<file path="config.mk">
export PLATFORM = sky130hd
export DESIGN_NAME = tdm_demux_rx_flat
export DESIGN_NICKNAME = d
export VERILOG_FILES = /design/src/rtl/tdm_demux_rx_if.sv /design/src/rtl/tdm_demux_rx.sv /design/src/flat_wrapper.sv
export SDC_FILE = /design/constraint.sdc
export NUM_CORES = 1
export LEC_CHECK = 0
export ABC_CLOCK_PERIOD_IN_PS = 1800
export BUFFER_PORTS_ARGS = -buffer_cell sky130_fd_sc_hd__buf_2
export CELL_PAD_IN_SITES_DETAIL_PLACEMENT = 1
export CELL_PAD_IN_SITES_GLOBAL_PLACEMENT = 1
export CORE_ASPECT_RATIO = 1.1
export CORE_MARGIN = 4
export CORE_UTILIZATION = 38
export DETAILED_ROUTE_END_ITERATION = 8
export HOLD_SLACK_MARGIN = 0.1
export PLACE_DENSITY = 0.84
export SYNTH_ARGS = -nofsm -noshare
export SYNTH_HDL_FRONTEND = slang
export SYNTH_SLANG_ARGS = --single-unit
</file>
<file path="constraint.sdc">
create_clock -name clk -period 1.8 [get_ports clk]
set_clock_uncertainty 0.05 [all_clocks]
set_input_delay 0.36 -clock clk [delete_from_list [all_inputs] [get_ports clk]]
set_output_delay 0.36 -clock clk [all_outputs]
set_load 0.1 [all_outputs]
</file>
<file path="src/rtl/tdm_demux_rx_if.sv">
// tdm_demux_rx_if: serial TDM input plus the per-frame parallel outputs of the receiver.
interface tdm_demux_rx_if #(parameter int N_CH = 4);
    logic            din;
    logic            frame;
    logic [N_CH-1:0] y;
    logic            valid;
    logic            frame_done;
    logic            frame_err;
    logic            locked;
    modport master (output din, frame, input y, valid, frame_done, frame_err, locked);
    modport slave  (input din, frame, output y, valid, frame_done, frame_err, locked);
endinterface

</file>
<file path="src/rtl/tdm_demux_rx.sv">
// tdm_demux_rx: locks to frame sync, samples one bit per slot and publishes a whole frame at once.
module tdm_demux_rx #(
    parameter int N_CH        = 4,
    parameter int SLOT_CYCLES = 2
) (
    input logic            clk,
    input logic            rst_n,
    tdm_demux_rx_if.slave  bus
);
    localparam int SW = N_CH > 1 ? $clog2(N_CH) : 1;
    localparam int CW = SLOT_CYCLES > 1 ? $clog2(SLOT_CYCLES) : 1;
    localparam logic [SW-1:0] LAST_SLOT = SW'(N_CH - 1);
    localparam logic [CW-1:0] LAST_CYC  = CW'(SLOT_CYCLES - 1);

    typedef enum logic {HUNT, LOCKED} state_t;

    state_t          r_state, w_state_nxt;
    logic [SW-1:0]   r_slot, w_slot, w_slot_nxt;
    logic [CW-1:0]   r_cyc, w_cyc, w_cyc_nxt;
    logic [N_CH-2:0] r_shadow, w_shadow_nxt;
    logic [N_CH-1:0] r_y, w_y_nxt;
    logic            r_valid, w_valid_nxt;
    logic            r_done, r_err;
    logic            w_at0, w_err, w_run, w_cap, w_done;

    always_ff @(posedge clk) begin
        if (!rst_n) begin
            r_state  <= HUNT;
            r_slot   <= '0;
            r_cyc    <= '0;
            r_shadow <= '0;
            r_y      <= '0;
            r_valid  <= 1'b0;
            r_done   <= 1'b0;
            r_err    <= 1'b0;
        end else begin
            r_state  <= w_state_nxt;
            r_slot   <= w_slot_nxt;
            r_cyc    <= w_cyc_nxt;
            r_shadow <= w_shadow_nxt;
            r_y      <= w_y_nxt;
            r_valid  <= w_valid_nxt;
            r_done   <= w_done;
            r_err    <= w_err;
        end
    end

    // An accepted sync pulse always defines this cycle as slot 0 / cycle 0.
    always_comb begin
        w_at0       = (r_slot == '0) && (r_cyc == '0);
        w_err       = (r_state == LOCKED) && (bus.frame != w_at0);
        w_run       = bus.frame || ((r_state == LOCKED) && !w_err);
        w_state_nxt = w_run ? LOCKED : HUNT;
        w_slot      = bus.frame ? '0 : r_slot;
        w_cyc       = bus.frame ? '0 : r_cyc;
        w_cyc_nxt   = !w_run ? '0 : (w_cyc == LAST_CYC) ? '0 : w_cyc + CW'(1);
        w_slot_nxt  = !w_run ? '0 : (w_cyc != LAST_CYC) ? w_slot :
                      (w_slot == LAST_SLOT) ? '0 : w_slot + SW'(1);
    end

    always_comb begin
        w_cap        = w_run && (w_cyc == LAST_CYC);
        w_done       = w_cap && (w_slot == LAST_SLOT);
        w_shadow_nxt = w_err ? '0 : r_shadow;
        if (w_cap && !w_done)
            w_shadow_nxt[w_slot] = bus.din;
        w_y_nxt      = w_done ? {bus.din, r_shadow} : r_y;
        w_valid_nxt  = w_err ? 1'b0 : w_done ? 1'b1 : r_valid;
    end

    assign bus.y          = r_y;
    assign bus.valid      = r_valid;
    assign bus.frame_done = r_done;
    assign bus.frame_err  = r_err;
    assign bus.locked     = (r_state == LOCKED);
endmodule

</file>
<file path="src/flat_wrapper.sv">
// flat-port wrapper written by rule: the top's interface ports become plain ports
module tdm_demux_rx_flat 
#(
    parameter int N_CH        = 4,
    parameter int SLOT_CYCLES = 2
)
  (clk, rst_n, bus_din, bus_frame, bus_y, bus_valid, bus_frame_done, bus_frame_err, bus_locked);
  tdm_demux_rx_if #(.N_CH(N_CH)) bus_i ();
  input logic clk;
  input logic rst_n;
  input wire logic [$bits(bus_i.din)-1:0] bus_din;
  input wire logic [$bits(bus_i.frame)-1:0] bus_frame;
  output wire logic [$bits(bus_i.y)-1:0] bus_y;
  output wire logic [$bits(bus_i.valid)-1:0] bus_valid;
  output wire logic [$bits(bus_i.frame_done)-1:0] bus_frame_done;
  output wire logic [$bits(bus_i.frame_err)-1:0] bus_frame_err;
  output wire logic [$bits(bus_i.locked)-1:0] bus_locked;
  assign bus_i.din = bus_din;
  assign bus_i.frame = bus_frame;
  assign bus_y = bus_i.y;
  assign bus_valid = bus_i.valid;
  assign bus_frame_done = bus_i.frame_done;
  assign bus_frame_err = bus_i.frame_err;
  assign bus_locked = bus_i.locked;
  tdm_demux_rx #(.N_CH(N_CH), .SLOT_CYCLES(SLOT_CYCLES)) u_core (.clk(clk), .rst_n(rst_n), .bus(bus_i));
endmodule
</file>
==> metrics <==
status complete, no violations; number of vias per cell approximately 5; Leak 0.3840 nW; 1st-iter DRT viols 1; core area roughly 1400 µm²; Pwr Density between 800 and 900 nW/µm²; worst r2r src u_core.r_slot[0]; Final Net Count 88; antenna violations before repair 0; Yosys top cell area share 0.4590; syn nets approximately 70; final worst setup slack 0.2172 ns; Routed WL 1.201 mm; CP Launch Type flip-flop; DP Cell Count 91; top cells by area, synth dfxtp_1, ha_1, mux2i_1; Hold Slack approximately 0.3 ns; Max Cap Viol 0; non-filler cells in the finished layout 95; # hold bufs at CTS 0; cells after synthesis 64; vias in the first global route ~500; number of cell rows 14; leading cell type in the layout, fill and taps excluded dfxtp_1; min-delay worst type in2reg; Synth Cell Area ~610 µm²; final hold viol count 0; io pins 12; area of the multi-input gates roughly 300 µm²; FF-to-FF path depth 6; placer congestion estimate 0.7093; DRC errors left 0; antenna-violating nets left 0; worst slew pin tran around 0.48 ns; TritonCTS clock tree yes; final global-route overflow total 0; RSZ-0062 raised after global routing false; postcts setup bufs 0; Slew Limit Fails 0; Wirelength per Cell between 10 and 15 µm; fin area just over 700 µm²; Clock Latency Late Sink 0.28 ns; P_sw 0.1394 mW; worst setup path end u_core.r_shadow[0]; Root Buffer clkbuf_4; fill count 182; Synth area leader dfxtp_1; # clock sinks 14; TritonCTS buffer count 3; first-pass GRT wire length 2.159 mm; antenna cells 0; clock transition at the registers of the reported paths approximately 0.080 ns; GRT Util Overall 0.1298; Die Ht about 50 µm; sw frac 0.2354; hold_sp bus_din; via count around 490; crit path capture type flip-flop; # setup viols final 0; combinational power share 0.086; CP Data Arrival Time around 1.7 ns; Placed Area around 680 µm²; synthesized flop and latch total 14; most frequent cells in the layout dfxtp_1, buf_2, nand2_1; Distinct cells, synth 21; Reg area around 280 µm²; setup TNS 0 ns; internal power between 0.4 and 0.5 mW; post-route clock period utilization 0.8794; port bufs 11; crit path max fanout 6; RR Endpoint u_core.r_shadow[0]; worst endpoint required time around 1.9 ns; largest net degree at the start of global routing 10; HPWL Detailed a little under 1 mm; Peak VDD IR between 0.3 and 0.4 mV; slew margin rel. 0.6790; Place WS ~0.086 ns; Syn Area/Cell ~9.5 µm²; htree depth 1; Fmax between 600 and 700 MHz; crit path kind reg2reg; clock period minus worst slack 1.583 ns; clock share of power 0.370; sequential share of power 0.544; sequential area share after synthesis 0.4590; r2r setup slk about 0.22 ns; DIE AREA between 2000 and 2500 µm²; layout cells sized above 1 0.2278; width of the die 46.22 µm; critical path launch point u_core.r_slot[0]; Initial Utilization 0.4251; Layout area overhead 17.62%; warnings from Yosys 0; Clock Tree Buf Depth 2; post_cts resized 0; Pre-antenna DRT Iters 2
==> cells by family after synthesis <==
logic type      Yosys count  synth area share
compound gates           12            0.1352
xor+xnor                  1           0.01435
fa+ha+maj                 4           0.08197
buf+inv                   6           0.04918
flops                    14            0.4590
mux                       4           0.06558
simple gates             23            0.1947
==> critical path: stages, from the launching register on <==
cell       delay [ns]
dfxtp_1          0.36
nand2_1          0.13
inv_1            0.07
ha_1             0.23
and4bb_1         0.40
a21oi_1          0.10
o2bb2ai_1        0.13
==> how the worst min path moves through the flow <==
stage / depth (start not counted) / endpoint / slack (ns)
6_report: 3 / u_core.bus.y[3] / 0.30
5_1_grt: 3 / u_core.bus.y[3] / 0.32
4_1_cts: 3 / u_core.bus.y[3] / 0.31
3_5_place_dp: 2 / u_core.bus.y[0] / 0.44
3_3_place_gp: 2 / u_core.bus.y[3] / 0.42
2_1_floorplan: 1 / u_core.r_slot[0] / 0.39
==> cells in the mapped netlist, drive strengths merged <==
cell / count
nand2: 9
nor4: 1
and3: 1
nand2b: 1
inv: 5
o21ai: 3
nand4b: 1
nor2: 6
nor3: 2
o31a: 2
dfxtp: 14
a21oi: 4
and4bb: 1
mux2i: 4
ha: 4
buf: 1
xnor2: 1
o2bb2ai: 3
nor2b: 1
==> area by class of cell <==
type,instances,area share
repair buffers,12,0.08711
well taps,16,0.02787
flip-flops and latches,14,0.3902
clock buffers,4,0.05052
inverters,5,0.02613
multi-input cells,44,0.4181
==> power groups by stage <==
stage,Sequential [mW],Combinational [mW],Clock [mW]
3_5_place_dp,0.329,0.0514,0
2_1_floorplan,0.342,0.0254,0
4_1_cts,0.322,0.0514,0.226
3_3_place_gp,0.329,0.0499,0
5_1_grt,0.324,0.0562,0.242
6_report,0.322,0.0506,0.219
==> per-layer routing <==
metal / share of wire / global-route usage / up-vias
li1: - / - / 248
met1: 0.41 / 0.1345 / 228
met2: 0.51 / 0.2248 / 11
met3: 0.054 / 0.03273 / 2
met4: 0.017 / 0.07109 / 0
met5: 0 / 0 / -
==> state kept, by name (all words and copies together), names as in the netlist <==
register               cells
u_core.bus.y               4
u_core.r_shadow            3
u_core.r_slot              2
u_core.bus.frame_done      1
u_core.bus.frame_err       1
u_core.bus.locked          1
u_core.bus.valid           1
u_core.r_cyc               1
==> stage by stage <==
step / power [mW] / util
after global placement: 0.3790 / 0.4747
after detailed placement: 0.3807 / 0.4747
after CTS: 0.5998 / 0.5000
final: 0.5919 / 0.5000
after global routing: 0.6217 / 0.5000
after floorplan: 0.3673 / -
(Power assumes the default switching activity.)
